**src/rtl/transmissor_palavras_if.sv**
```systemverilog
// Register-load handshake between the word sequencer and its consumer.
// master = sequencer (drives Dado/Hab/status), slave = consumer/host side.
interface transmissor_palavras_if #(
   parameter int N = 4
);
   logic             Inicio;
   logic [4*N-1:0]   Palavras;
   logic             Fim;
   logic [3:0]       Dado;
   logic             Hab;
   logic             Ocupado;
   logic             Concluido;
   logic             Erro;
   logic [3:0]       Indice;

   modport master (
      input  Inicio, Palavras, Fim,
      output Dado, Hab, Ocupado, Concluido, Erro, Indice
   );

   modport slave (
      output Inicio, Palavras, Fim,
      input  Dado, Hab, Ocupado, Concluido, Erro, Indice
   );
endinterface

```
**src/rtl/transmissor_palavras.sv**
```systemverilog
// Sends a latched block of N 4-bit words over the Hab/Fim handshake,
// with a per-word timeout that aborts the block and raises a sticky Erro.
module transmissor_palavras #(
   parameter int N       = 4,
   parameter int TIMEOUT = 15
) (
   input  logic                   clk,
   input  logic                   rst,
   transmissor_palavras_if.master bus
);
   localparam int         IW   = (N > 1) ? $clog2(N) : 1;
   localparam logic [IW-1:0] LAST = IW'(N - 1);
   localparam logic [7:0] TC   = 8'(TIMEOUT);

   typedef enum logic [1:0] {OCIOSO, ENVIA, LIBERA} estado_t;

   estado_t             r_estado;
   logic [N-1:0][3:0]   r_buf;
   logic [IW-1:0]       r_idx;
   logic [7:0]          r_cnt;
   logic                r_primeiro;
   logic [3:0]          r_dado;
   logic                r_hab;
   logic                r_ocupado;
   logic                r_concl;
   logic                r_erro;

   logic [7:0]          w_cnt_inc;
   logic                w_tc;
   logic [IW-1:0]       w_prox;

   assign w_cnt_inc = r_cnt + 8'd1;
   assign w_tc      = (w_cnt_inc >= TC);
   assign w_prox    = r_idx + 1'b1;

   always_ff @(posedge clk) begin
      if (rst) begin
         r_estado   <= OCIOSO;
         r_buf      <= '0;
         r_idx      <= '0;
         r_cnt      <= '0;
         r_primeiro <= 1'b0;
         r_dado     <= '0;
         r_hab      <= 1'b0;
         r_ocupado  <= 1'b0;
         r_concl    <= 1'b0;
         r_erro     <= 1'b0;
      end else begin
         r_concl <= 1'b0;
         case (r_estado)
            OCIOSO: begin
               if (bus.Inicio) begin
                  r_buf      <= bus.Palavras;
                  r_idx      <= '0;
                  r_dado     <= bus.Palavras[3:0];
                  r_erro     <= 1'b0;
                  r_cnt      <= '0;
                  r_hab      <= 1'b1;
                  r_ocupado  <= 1'b1;
                  r_primeiro <= 1'b1;
                  r_estado   <= ENVIA;
               end
            end
            ENVIA: begin
               r_primeiro <= 1'b0;
               // A Fim left over from the previous word must not acknowledge this one.
               if (bus.Fim && !r_primeiro) begin
                  r_hab    <= 1'b0;
                  r_cnt    <= '0;
                  r_estado <= LIBERA;
               end else if (w_tc) begin
                  r_cnt     <= TC;
                  r_hab     <= 1'b0;
                  r_ocupado <= 1'b0;
                  r_erro    <= 1'b1;
                  r_estado  <= OCIOSO;
               end else begin
                  r_cnt <= w_cnt_inc;
               end
            end
            LIBERA: begin
               if (!bus.Fim) begin
                  if (r_idx == LAST) begin
                     r_concl   <= 1'b1;
                     r_ocupado <= 1'b0;
                     r_estado  <= OCIOSO;
                  end else begin
                     r_idx      <= w_prox;
                     r_dado     <= r_buf[w_prox];
                     r_hab      <= 1'b1;
                     r_cnt      <= '0;
                     r_primeiro <= 1'b1;
                     r_estado   <= ENVIA;
                  end
               end else if (w_tc) begin
                  r_cnt     <= TC;
                  r_ocupado <= 1'b0;
                  r_erro    <= 1'b1;
                  r_estado  <= OCIOSO;
               end else begin
                  r_cnt <= w_cnt_inc;
               end
            end
            default: r_estado <= OCIOSO;
         endcase
      end
   end

   assign bus.Dado      = r_dado;
   assign bus.Hab       = r_hab;
   assign bus.Ocupado   = r_ocupado;
   assign bus.Concluido = r_concl;
   assign bus.Erro      = r_erro;
   assign bus.Indice    = 4'(r_idx);
endmodule

```
**src/flat_wrapper.sv**
```systemverilog
// flat-port wrapper written by rule: the top's interface ports become plain ports
module transmissor_palavras_flat 
#(
   parameter int N       = 4,
   parameter int TIMEOUT = 15
)
  (clk, rst, bus_Inicio, bus_Palavras, bus_Fim, bus_Dado, bus_Hab, bus_Ocupado, bus_Concluido, bus_Erro, bus_Indice);
  transmissor_palavras_if #(.N(N)) bus_i ();
  input  logic clk;
  input  logic rst;
  input wire logic [$bits(bus_i.Inicio)-1:0] bus_Inicio;
  input wire logic [$bits(bus_i.Palavras)-1:0] bus_Palavras;
  input wire logic [$bits(bus_i.Fim)-1:0] bus_Fim;
  output wire logic [$bits(bus_i.Dado)-1:0] bus_Dado;
  output wire logic [$bits(bus_i.Hab)-1:0] bus_Hab;
  output wire logic [$bits(bus_i.Ocupado)-1:0] bus_Ocupado;
  output wire logic [$bits(bus_i.Concluido)-1:0] bus_Concluido;
  output wire logic [$bits(bus_i.Erro)-1:0] bus_Erro;
  output wire logic [$bits(bus_i.Indice)-1:0] bus_Indice;
  assign bus_i.Inicio = bus_Inicio;
  assign bus_i.Palavras = bus_Palavras;
  assign bus_i.Fim = bus_Fim;
  assign bus_Dado = bus_i.Dado;
  assign bus_Hab = bus_i.Hab;
  assign bus_Ocupado = bus_i.Ocupado;
  assign bus_Concluido = bus_i.Concluido;
  assign bus_Erro = bus_i.Erro;
  assign bus_Indice = bus_i.Indice;
  transmissor_palavras #(.N(N), .TIMEOUT(TIMEOUT)) u_core (.clk(clk), .rst(rst), .bus(bus_i));
endmodule
```
**config.mk**
```make
export PLATFORM = sky130hd
export DESIGN_NAME = transmissor_palavras_flat
export DESIGN_NICKNAME = d
export VERILOG_FILES = /design/src/rtl/transmissor_palavras_if.sv /design/src/rtl/transmissor_palavras.sv /design/src/flat_wrapper.sv
export SDC_FILE = /design/constraint.sdc
export NUM_CORES = 1
export LEC_CHECK = 0
export ABC_AREA = 1
export CELL_PAD_IN_SITES_DETAIL_PLACEMENT = 1
export CELL_PAD_IN_SITES_GLOBAL_PLACEMENT = 1
export CORE_MARGIN = 1.5
export CORE_UTILIZATION = 42
export CTS_BUF_LIST = sky130_fd_sc_hd__clkbuf_4
export CTS_CLUSTER_DIAMETER = 40
export CTS_CLUSTER_SIZE = 14
export DETAILED_ROUTE_END_ITERATION = 10
export PLACE_DENSITY_LB_ADDON = 0.2
export SYNTH_ARGS = -nofsm -noshare
export SYNTH_HDL_FRONTEND = slang
export SYNTH_SLANG_ARGS = --single-unit
```
**constraint.sdc**
```tcl
create_clock -name clk -period 4.7 [get_ports clk]
set_clock_uncertainty 0.15 [all_clocks]
set_input_delay 0.94 -clock clk [delete_from_list [all_inputs] [get_ports clk]]
set_output_delay 0.94 -clock clk [all_outputs]
set_load 0.005 [all_outputs]
```
==> flow_metrics.env <==
export IMPL_ant_nets=0
export IMPL_cts_tree="done"
export IMPL_fin_tns_setup_ns=0
export IMPL_cp_end_kind="output pin"
export IMPL_htreeDepth=2
export IMPL_cts_setup_buffers=0
export IMPL_grt_pass1_wl_mm=8.19
export IMPL_ir_drop_mv=0.148
export IMPL_grt_pass1_vias=1767
export IMPL_drive_gt1_share_pct=9.24
export IMPL_initial_core_util_pct=43.6
export IMPL_wl_mm=4.75
export IMPL_hp_class="register to register"
export IMPL_worstPathMaxFanout=11
export IMPL_dieWidth_um=70.2
export IMPL_drt_pass1_iterations=4
export IMPL_holdBufCountCts=0
export IMPL_final_cell_count_no_fill=355
export IMPL_crit_family="flip-flops"
export IMPL_wl_per_cell_um=13.4
export IMPL_yosysSeqAreaShare_pct=39.0
export IMPL_synth_area_per_cell_um2=6.88
export IMPL_design_area_um2=2260
export IMPL_clk_latency_ns=0.36
export IMPL_synth_cell_types=29
export IMPL_crit_buf_inv=1
export IMPL_status="complete, no violations"
export IMPL_cts_reportedPaths_clkPinSlew_ns=0.13
export IMPL_rsz0062_at_grt="no"
export IMPL_via_per_inst=5.11
export IMPL_port_buffers=29
export IMPL_gr_usage_all_layers_pct=21.2
export IMPL_power_density_nw_per_um2=293
export IMPL_final_nets=329
export IMPL_arrival_ns=1.54
export IMPL_mostFrequentLayoutCell="nor2_1"
export IMPL_dieArea_um2=4930
export IMPL_relSlewSlack_pct=54.3
export IMPL_cts_made_buffers=5
export IMPL_syn_inst=276
export IMPL_rows=24
export IMPL_worst_pin_slew_ns=0.683
export IMPL_grt_max_degree=22
export IMPL_antenna_cells=0
export IMPL_area_delta_synth_final_pct=19.1
export IMPL_ioPinCount=32
export IMPL_core_um2=4350
export IMPL_clockBufferDepth=2
export IMPL_cpMaxStageDelayCell="dfxtp_1"
export IMPL_drc=0
export IMPL_drtIter0Drc=69
export IMPL_worstSetupStartpointType="register"
export IMPL_leakage_nw=0.918
export IMPL_max_freq_mhz=381
export IMPL_worst_setup_path_type="register to output pin"
export IMPL_setup_viol=0
export IMPL_syn_area_um2=1900
export IMPL_finalCritPeriodShare_pct=55.9
export IMPL_drv_slew=0
export IMPL_finalHoldViolCount=0
export IMPL_ys_warn_count=0
export IMPL_min_period_ns=2.63
export IMPL_dpl_instance_area_um2=2200
export IMPL_layout_common_cells="50 x nor2_1, 41 x nand2_1, 37 x dfxtp_1"
export IMPL_gp_congestion=0.800
export IMPL_cpPeakStageDelay_ns=0.60
export IMPL_cts_root_buf="clkbuf_4"
export IMPL_ys_seq_elements=37
export IMPL_worst_ep_required_time_ns=3.61
export IMPL_die_h_um=70.2
export IMPL_total_power_w=0.000664
export IMPL_post_cts_resized=0
export IMPL_globalRouteOverflowTotal=0
export IMPL_maxCapViolCount=0
export IMPL_crit_chain="clkdlybuf4s50_1"
export IMPL_dp_hpwl_mm=3.46
export IMPL_antenna_found_initial=0
export IMPL_dp_cells=347
export IMPL_clock_sinks=37
export IMPL_dr_total_vias=1813
[per-layer routing]
metal / global-route usage, % / vias up / wire length [um] / part of all wire (%)
li1: - / 940 / - / -
met3: 4.33 / 6 / 271 / 5.7
met2: 31.9 / 39 / 2020 / 42
met1: 29.9 / 828 / 2390 / 50
met4: 7.69 / 0 / 74 / 1.6
met5: 0 / - / 0 / 0
[cell usage after synthesis, drive strengths merged]
master	n	share of area, %
a211oi	1	0.40
a21oi	22	6.6
and2	1	0.33
buf	6	2.0
clkbuf	5	0.99
clkinv	2	0.40
conb	1	0.20
dfxtp	37	39
ha	7	4.6
inv	29	5.9
nand2	44	9.1
nand3	11	3.2
nand4	3	0.99
nor2	57	12
nor3	8	2.4
nor4	2	0.66
o21ai	35	9.2
o22ai	4	1.3
or2	1	0.33
[power by group]
part / switching (W) / total, W / internal [W]
sequential: 0.0000156 / 0.000352 / 0.000337
clock: 0.000115 / 0.000179 / 0.0000642
combinational: 0.0000743 / 0.000132 / 0.0000576
total: 0.000205 / 0.000664 / 0.000458
[logic make-up (layout without fill, tap and decap cells)]
group / count (synthesis) / in the layout / share of synthesized area, %
compound gates: 62 / 62 / 17.5
fa+ha+maj: 7 / 7 / 4.61
buf+inv: 42 / 68 / 9.23
flops: 37 / 37 / 39.0
other cells: 1 / 2 / 0.198
simple gates: 127 / 127 / 29.4
[worst register-to-register path, delay by kind of cell, from the launching register on]
kind | cells | cell delay [ns]
adder cells (fa/ha/maj) | 1 | 0.21
AO/OA/AOI/OAI | 3 | 0.33
flip-flops | 1 | 0.43
buffers and inverters | 2 | 0.20
AND/OR/NAND/NOR | 2 | 0.67
[path summary, 6_finish.rpt]
kind / startpoint / slack, ns / depth (start not counted) / endpoint
worst max-delay path: u_core.r_idx[0] / 2.07 / 1 / bus_Indice[0]
worst min-delay path: u_core.bus.Hab / 0.32 / 2 / u_core.bus.Hab
worst max register to register: u_core.r_estado[1] / 2.62 / 8 / u_core.bus.Dado[3]
worst min register to register: u_core.bus.Hab / 0.32 / 2 / u_core.bus.Hab
[flip-flops by register name, summed over array words and instances, names as in the netlist]
signal / flops
u_core.bus.Concluido: 1
u_core.bus.Dado: 4
u_core.bus.Erro: 1
u_core.bus.Hab: 1
u_core.bus.Ocupado: 1
u_core.r_buf: 16
u_core.r_cnt: 8
u_core.r_estado: 2
u_core.r_idx: 2
u_core.r_primeiro: 1
[per-stage QoR]
step	hold WS [ns]	utilization [%]	setup WS, ns
floorplan	0.289	-	2.76
global placement	0.302	50.5	1.85
detailed placement	0.308	50.5	1.78
CTS	0.328	51.9	2.05
global route	0.357	51.9	1.96
finish	0.325	51.9	2.07
[cell type report]
class                   count  area, um^2
flip-flops and latches     37         741
clock inverters             2        15.0
well taps                  52        65.1
inverters                  31         119
clock buffers               6        45.0
fillers                   607        2090
multi-input cells         198         986
repair buffers             29         290
(Power assumes the default switching activity.)
